## src/rtl/dlyreg_tap.sv

```systemverilog
// Delay line with a fixed tap and a runtime-selectable tap. A tap-2 delay change
// drains the line first so no sample is ever seen twice or at a stale delay.
module dlyreg_tap #(
    parameter int    DATA_W   = 64,
    parameter int    MAX_DLY  = 16,
    parameter int    OUT1_LOC = 5,
    parameter int    DEF_DLY  = 10,
    parameter string USE_SHR  = "true"
) (
    input  logic                           clk,
    input  logic                           rst_n,
    input  logic                           ce,
    input  logic                           flush,
    input  logic                           valid_i,
    input  logic [DATA_W-1:0]              data_i,
    output logic                           in_rdy_o,
    output logic                           valid1_o,
    output logic [DATA_W-1:0]              data1_o,
    output logic                           valid2_o,
    output logic [DATA_W-1:0]              data2_o,
    input  logic                           cfg_req,
    input  logic [$clog2(MAX_DLY+1)-1:0]   cfg_dly,
    output logic                           cfg_ack_o
);

    localparam int DLY_W    = $clog2(MAX_DLY + 1);
    localparam int OUT1_EFF = (OUT1_LOC > MAX_DLY) ? MAX_DLY : OUT1_LOC;
    localparam int DEF_EFF  = (DEF_DLY > MAX_DLY) ? MAX_DLY : DEF_DLY;

    localparam logic [DLY_W-1:0] MAX_C  = DLY_W'(MAX_DLY);
    localparam logic [DLY_W-1:0] OUT1_C = DLY_W'(OUT1_EFF);
    localparam logic [DLY_W-1:0] DEF_C  = DLY_W'(DEF_EFF);
    localparam logic [DLY_W-1:0] ZERO_C = {DLY_W{1'b0}};
    localparam logic [DLY_W-1:0] ONE_C  = DLY_W'(1);

    localparam logic [0:0] ST_RUN   = 1'b0;
    localparam logic [0:0] ST_DRAIN = 1'b1;

    logic [0:0]        state_q, state_d;
    logic [DLY_W-1:0]  dly_cur_q, dly_cur_d;
    logic [DLY_W-1:0]  dly_pend_q, dly_pend_d;
    logic [DLY_W-1:0]  cnt_q, cnt_d;
    logic              ack_q, ack_d;
    logic [MAX_DLY:1]  vld_q, vld_d;

    logic              apply_s;
    logic              in_acc_s;
    logic [DLY_W-1:0]  cfg_clamp_s;
    logic [DLY_W-1:0]  drain_ld_s;

    logic [DATA_W-1:0] stage_dat_s [1:MAX_DLY];
    logic              tap_vld_s   [0:MAX_DLY];
    logic [DATA_W-1:0] tap_dat_s   [0:MAX_DLY];

    assign in_rdy_o  = (state_q == ST_RUN);
    assign in_acc_s  = valid_i & in_rdy_o;
    assign cfg_ack_o = ack_q;

    // Clamp the requested delay and size the drain so both taps empty completely.
    always_comb begin
        cfg_clamp_s = (cfg_dly > MAX_C) ? MAX_C : cfg_dly;
        drain_ld_s  = (dly_cur_q > OUT1_C) ? dly_cur_q : OUT1_C;
    end

    // RUN/DRAIN control: accept a request, count down enabled cycles, then apply.
    always_comb begin
        state_d    = state_q;
        dly_cur_d  = dly_cur_q;
        dly_pend_d = dly_pend_q;
        cnt_d      = cnt_q;
        ack_d      = 1'b0;
        apply_s    = 1'b0;
        case (state_q)
            ST_RUN: begin
                if (cfg_req && !ack_q) begin
                    dly_pend_d = cfg_clamp_s;
                    cnt_d      = drain_ld_s;
                    state_d    = ST_DRAIN;
                end else begin
                    state_d    = ST_RUN;
                end
            end
            ST_DRAIN: begin
                // A zero count applies immediately, independent of ce.
                if (cnt_q == ZERO_C) begin
                    apply_s   = 1'b1;
                    dly_cur_d = dly_pend_q;
                    ack_d     = 1'b1;
                    state_d   = ST_RUN;
                end else if (flush) begin
                    cnt_d     = ZERO_C;
                end else if (ce) begin
                    cnt_d     = cnt_q - ONE_C;
                end else begin
                    cnt_d     = cnt_q;
                end
            end
            default: begin
                state_d = ST_RUN;
                cnt_d   = ZERO_C;
            end
        endcase
    end

    // Valid-bit shift chain; flush and delay apply both wipe it, including stage 1.
    always_comb begin
        vld_d = vld_q;
        if (flush || apply_s) begin
            vld_d = {MAX_DLY{1'b0}};
        end else if (ce) begin
            vld_d[1] = in_acc_s;
            for (int k = 2; k <= MAX_DLY; k++) begin
                vld_d[k] = vld_q[k-1];
            end
        end else begin
            vld_d = vld_q;
        end
    end

    // Control and valid state registers.
    always_ff @(posedge clk) begin
        if (!rst_n) begin
            state_q    <= ST_RUN;
            dly_cur_q  <= DEF_C;
            dly_pend_q <= DEF_C;
            cnt_q      <= ZERO_C;
            ack_q      <= 1'b0;
            vld_q      <= {MAX_DLY{1'b0}};
        end else begin
            state_q    <= state_d;
            dly_cur_q  <= dly_cur_d;
            dly_pend_q <= dly_pend_d;
            cnt_q      <= cnt_d;
            ack_q      <= ack_d;
            vld_q      <= vld_d;
        end
    end

    // Data fields carry no reset so the chain can map onto shift-register primitives.
    if (USE_SHR == "false") begin : g_no_shr
        (* shreg_extract = "no" *) logic [DATA_W-1:0] dat_q [1:MAX_DLY];

        // Register-only data chain.
        always_ff @(posedge clk) begin
            if (ce) begin
                dat_q[1] <= data_i;
                for (int k = 2; k <= MAX_DLY; k++) begin
                    dat_q[k] <= dat_q[k-1];
                end
            end
        end

        // Expose stage contents to the tap muxes.
        always_comb begin
            for (int k = 1; k <= MAX_DLY; k++) begin
                stage_dat_s[k] = dat_q[k];
            end
        end
    end else begin : g_shr
        (* shreg_extract = "yes" *) logic [DATA_W-1:0] dat_q [1:MAX_DLY];

        // Data chain eligible for shift-register mapping.
        always_ff @(posedge clk) begin
            if (ce) begin
                dat_q[1] <= data_i;
                for (int k = 2; k <= MAX_DLY; k++) begin
                    dat_q[k] <= dat_q[k-1];
                end
            end
        end

        // Expose stage contents to the tap muxes.
        always_comb begin
            for (int k = 1; k <= MAX_DLY; k++) begin
                stage_dat_s[k] = dat_q[k];
            end
        end
    end

    // Tap table: index 0 is the live input, index k is stage k.
    always_comb begin
        tap_vld_s[0] = in_acc_s & ce;
        tap_dat_s[0] = data_i;
        for (int k = 1; k <= MAX_DLY; k++) begin
            tap_vld_s[k] = vld_q[k];
            tap_dat_s[k] = stage_dat_s[k];
        end
    end

    assign valid1_o = tap_vld_s[OUT1_EFF];
    assign data1_o  = tap_dat_s[OUT1_EFF];
    assign valid2_o = tap_vld_s[dly_cur_q];
    assign data2_o  = tap_dat_s[dly_cur_q];

endmodule

```

## config.mk

```make
export PLATFORM = sky130hd
export DESIGN_NAME = dlyreg_tap
export DESIGN_NICKNAME = d
export VERILOG_FILES = /design/src/rtl/dlyreg_tap.sv
export SDC_FILE = /design/constraint.sdc
export NUM_CORES = 1
export LEC_CHECK = 0
export ABC_AREA = 1
export CAP_MARGIN = 20
export CORE_UTILIZATION = 30
export CTS_CLUSTER_DIAMETER = 60
export DETAILED_ROUTE_END_ITERATION = 8
export PLACE_DENSITY = 0.51
export SLEW_MARGIN = 10
export SYNTH_ARGS = -nofsm -noshare
export SYNTH_HDL_FRONTEND = slang
export SYNTH_SLANG_ARGS = --single-unit
export TNS_END_PERCENT = 20
```

## constraint.sdc

```tcl
create_clock -name clk -period 2 [get_ports clk]
set_clock_uncertainty 0.1 [all_clocks]
set_input_delay 0.3 -clock clk [delete_from_list [all_inputs] [get_ports clk]]
set_output_delay 0.3 -clock clk [all_outputs]
set_load 0.02 [all_outputs]
```

== Word-level counts from Yosys, hierarchy flattened ==
Memory sizes are Yosys's and may differ from the RTL's.
Cells that the tools add are included.

* Bits in registers: 33
* Memory bits (writable): 1024
* Input bits: 75
* Output and inout bits: 132
* Word-level logic and storage cells: 47
* Memories: 1

* Add/sub/neg operators: 1
* Order comparisons: 3
* Eq/ne operators: 3
* Multiplexer cells: 20
* Bitwise gates (word level): 5
* Reduce and logical (&&, ||, !) cells: 8

{| class="wikitable"
|+ Memory list
! memory !! words !! width !! rd ports !! clocked after memory_dff !! wr ports !! line !! text
|-
| g_shr.dat_q || 16 || 64 || 16 || 0 || 16 || 160 || <nowiki>(* shreg_extract = "yes" *) logic [DATA_W-1:0] dat_q [1:MAX_DLY];</nowiki>
|}

{| class="wikitable"
|+ Operators with widths
! operator !! number
|-
| $bmux W64 S5 || 1
|-
| $mux W64 || 2
|-
| $mux W5 || 6
|-
| $pmux W5 S2 || 1
|-
| $mux W1 || 8
|-
| $ge A6 B6 Y1 const B || 1
|-
| $not A5 Y6 || 1
|-
| $bmux W1 S5 || 1
|-
| $gt A5 B3 Y1 const B || 1
|-
| $gt A5 B5 Y1 const B || 1
|-
| $logic_not A5 Y1 || 1
|-
| $sub A5 B1 Y5 const B || 1
|-
| $reduce_and A2 Y1 || 2
|-
| $ne A3 B3 Y1 const B || 1
|-
| $reduce_and A3 Y1 || 1
|-
| $and A1 B1 Y1 || 2
|-
| $ne A2 B1 Y1 const B || 1
|-
| $ne A2 B2 Y1 const B || 1
|-
| $not A1 Y1 || 2
|-
| $pmux W1 S2 || 1
|-
| $reduce_or A2 Y1 || 1
|-
| $logic_and A1 B1 Y1 || 1
|-
| $logic_not A1 Y1 || 1
|-
| $logic_or A1 B1 Y1 || 1
|}

== Logic depth before layout (Yosys ltp) ==
* Word-level depth: 6
* Gate-level depth with buffers: 12
* Mapped depth without buffers: 9

== Worst setup path after synthesis ==
OpenSTA, ideal clock, no wires.

* Path kind: register -> output
* Start: register dly_cur_q[0]
* End: output port data2_o[16]
* Data arrival time: 1.376 ns
* Data required time: 1.600 ns
* Setup slack: 0.224 ns
* Cell stages (with the launch flop): 12
* Cells stage by stage: dfxtp_1 buf_4 inv_4 buf_6 clkbuf_1 nand2_1 nand3_1 nand2_1 nand2_1 nand2_1 nand2_1 nand3_1

* Longest elaborated chain between the ends: 4

{| class="wikitable"
|+ RTL lines
! element !! line !! text
|-
| from (decl) || 40 || <nowiki>logic [DLY_W-1:0] dly_cur_q, dly_cur_d;</nowiki>
|-
| from (signal assigned) || 131 || <nowiki>dly_cur_q <= dly_cur_d;</nowiki>
|-
| $not A5 Y6 (implied by the code) || 193 || <nowiki>assign data2_o = tap_dat_s[dly_cur_q];</nowiki>
|-
| $bmux W64 S5 || 193 ||
|-
| $mux W64 (implied by the code) (2 in series) || 193 ||
|-
| to (decl) || 20 || <nowiki>output logic [DATA_W-1:0] data2_o,</nowiki>
|}

Every way passes these cells. The select of a mux whose other input is x is not followed.

== Final worst setup path ==
* Start: register dly_cur_q[0]
* End: output port data2_o[28]

The elaborated chain is that of the path after synthesis.

==> results.sh <==
export IMPL_drt_iter0_drc=2481
export IMPL_crit_path_start_kind="flip-flop"
export IMPL_vias=31000
export IMPL_r2r_cells=5
export IMPL_dpl_cell_count=6731
export IMPL_hold_violations=0
export IMPL_synth_top_area_share=0.674
export IMPL_synth_cell_types=31
export IMPL_rr_startpoint="cnt_q[0]$_SDFFE_PN0P_"
export IMPL_htree_levels=4
export IMPL_initial_core_util=0.303
export IMPL_yosysWarnings=0
export IMPL_netlist_area_um2=45600
export IMPL_rr_endpoint="dly_cur_q[0]$_SDFFE_PN0P_"
export IMPL_dp_slack_ps=-709
export IMPL_seq_area_um2=31400
export IMPL_critPathRequiredTime_ps=1600
export IMPL_fill_cells=14500
export IMPL_place_congestion=0.763
export IMPL_cap_violations=0
export IMPL_mostFrequentLayoutCell="nand2_1"
export IMPL_path_clk_slew_ps=60
export IMPL_clockRootBuffer="clkbuf_16"
export IMPL_swShare=0.241
export IMPL_report_final_slew_viol_count=0
export IMPL_synth_area_leader_cell="edfxtp_1"
export IMPL_cts_buffers=131
export IMPL_min_path_cells=1
export IMPL_critPathKind="reg -> out"
export IMPL_hold_end="g_shr.dat_q[0][96]$_DFFE_PP_"
export IMPL_p_int_mw=41.4
export IMPL_postPlaceCellArea_um2=52200
export IMPL_endpoint_kind="primary output"
export IMPL_overflow=0
export IMPL_cp_max_fo=7
export IMPL_routed_wirelength_mm=124
export IMPL_cellLeakagePower_nw=25.6
export IMPL_io_pins=207
export IMPL_layout_common_cells="nand2_1, edfxtp_1, inv_1"
export IMPL_fin_area_um2=60000
export IMPL_whs_ps=58.6
export IMPL_grt_max_degree=128
export IMPL_status="finished, violations left"
export IMPL_fp_coreArea_um2=150000
export IMPL_power_mw=54.6
export IMPL_clkLatencyLatePin_ps=770
export IMPL_cts_max_path_buffers=3
export IMPL_drtAntennaViolNets=0
export IMPL_slew_headroom=0.529
export IMPL_violations="setup timing"
export IMPL_cts_sink_count=1057
export IMPL_stdcell_count=7134
export IMPL_timing_final_ws_setup_ps=-1020
export IMPL_grt_pass1_wl_mm=184
export IMPL_min_path_type="in -> reg"
export IMPL_finalCritPeriodShare=1.51
export IMPL_p_switching_mw=13.2
export IMPL_io_buffer_count=206
export IMPL_max_freq_mhz=331
export IMPL_finalCoreUtilization=0.399
export IMPL_rows=142
export IMPL_n_antenna_cell=0
export IMPL_drc=0
export IMPL_die_h_um=392
export IMPL_seq_power_share=0.484
export IMPL_tightest_slew_ps=707
export IMPL_antenna_found_initial=5
export IMPL_dpl_hpwl_mm=71.0
export IMPL_first_global_vias=30200
export IMPL_power_frac_clock=0.434
export IMPL_die_w_um=392
export IMPL_synth_fp_nets=4547
export IMPL_min_period_ps=3020
export IMPL_areaGrowthSynthToFinish_pct=31.4
export IMPL_drive_gt1_frac=0.179
export IMPL_finalNetCount=5092
export IMPL_rsz0062_at_grt="yes"
export IMPL_fin_setup_tns_ps=-68330
export IMPL_wl_per_cell_um=17.3
export IMPL_syn_inst=4471
export IMPL_avgViaCountPerCell=4.35
export IMPL_avgSynthCellArea_um2=10.2
export IMPL_multiInputGateArea_um2=11300
export IMPL_cp_arrival_ps=2620
export IMPL_first_pass_iters=5
export IMPL_cellPowerDensity_nw_per_um2=910
export IMPL_cts_tree="built"
export IMPL_irDropWorstVdd_v=0.000796
export IMPL_rrSetupSlack_ps=90
export IMPL_dieArea_um2=154000
export IMPL_track_usage=0.157
export IMPL_setup_viol=108
export IMPL_ys_seq_elements=1057
export IMPL_yosysSeqAreaShare=0.688
export IMPL_hold_start="data_i[32]"
export IMPL_comb_power_share=0.082
export IMPL_synth_area_top_cells="edfxtp_1, nand2_1, inv_1"
## area by class of cell
| class | instances | area share |
|---|---|---|
| Tap cell | 2016 | 0.0421 |
| Sequential cell | 1057 | 0.524 |
| Inverter | 560 | 0.0358 |
| Timing Repair Buffer | 683 | 0.137 |
| Clock inverter | 77 | 0.0146 |
| Multi-Input combinational cell | 2581 | 0.189 |
| Clock buffer | 158 | 0.0567 |
| Timing Repair inverter | 2 | 0.000521 |
## cell usage after synthesis
cell and n:
or2_1 16, inv_1 548, o211ai_1 82, xnor2_1 1, xor2_1 1, or2_2 26, buf_4 87, nand3_1 240
inv_4 1, o21ai_0 72, a211oi_1 1, clkbuf_1 53, a21oi_1 26, o22ai_1 3, nor3_2 1, buf_6 5
buf_1 14, nand2_1 1861, nand2_2 2, buf_2 114, dfxtp_1 33, nor3_1 1, ha_1 1, a22oi_1 1
o21ai_1 11, nand3b_1 1, nand4_1 1, edfxtp_1 1024, nor2_1 232, nor2_2 1, inv_2 11
## repair_timing
action / CTS / global route
gates cloned: 18 / 27
endpoints found under the hold margin: 38 / 0
endpoints found under the setup margin: 132 / 123
hold buffers: 38 / 0
gates resized for setup: 567 / 174
pin swaps: 48 / 78
setup buffers: 49 / 41
## per-layer routing
layer	vias to the layer above	wire [um]	track usage
met3	160	6270	0.0333
met4	2	2630	0.0465
li1	15500	-	-
met2	645	56200	0.240
met1	14800	58600	0.221
met5	-	15	0
## worst max-delay path by stage
stage | startpoint | endpoint | slack, ps | cells past startpoint
floorplan | dly_cur_q[0]$_SDFFE_PN0P_ | data2_o[16] | 220 | 11
global placement | dly_cur_q[0]$_SDFFE_PN0P_ | data2_o[49] | -710 | 10
detailed placement | dly_cur_q[0]$_SDFFE_PN0P_ | data2_o[49] | -710 | 10
CTS | dly_cur_q[0]$_SDFFE_PN0P_ | data2_o[38] | -1110 | 12
global route | dly_cur_q[0]$_SDFFE_PN0P_ | data2_o[11] | -1160 | 14
finish | dly_cur_q[0]$_SDFFE_PN0P_ | data2_o[28] | -1020 | 13
## state kept, by name, summed over array words and instances (netlist names)
register     count
cfg_ack_o        1
cnt_q            5
dly_cur_q        5
dly_pend_q       5
g_shr.dat_q   1024
state_q          1
vld_q           16
## critical path, stage by stage (launching register included)
cell and delay (ps):
dfxtp_4 370, buf_12 160, buf_16 160, buf_16 150
buf_8 140, clkbuf_16 150, or2_4 240, nand3_2 60
nand2_1 50, inv_1 40, nand2_1 50, nand2_1 60
nand3_2 80, buf_6 140
## logic make-up after synthesis
group	count (synthesis)	share of synthesized area
buf+inv	833	0.0797
fa+ha+maj	1	0.000274
xor+xnor	2	0.000384
flops	1057	0.688
compound gates	196	0.0262
simple gates	2382	0.205
## power groups by stage
| stage | Sequential, mW | Combinational (mW) | Clock [mW] |
|---|---|---|---|
| 6_report | 26.4 | 4.47 | 23.7 |
| 5_1_grt | 26.6 | 4.92 | 25.1 |
| 4_1_cts | 26.4 | 4.36 | 24.3 |
| 3_5_place_dp | 26.9 | 4.12 | 0 |
| 3_3_place_gp | 26.8 | 4.12 | 0 |
| 2_1_floorplan | 26.6 | 1.92 | 0 |
(Power assumes the default switching activity.)
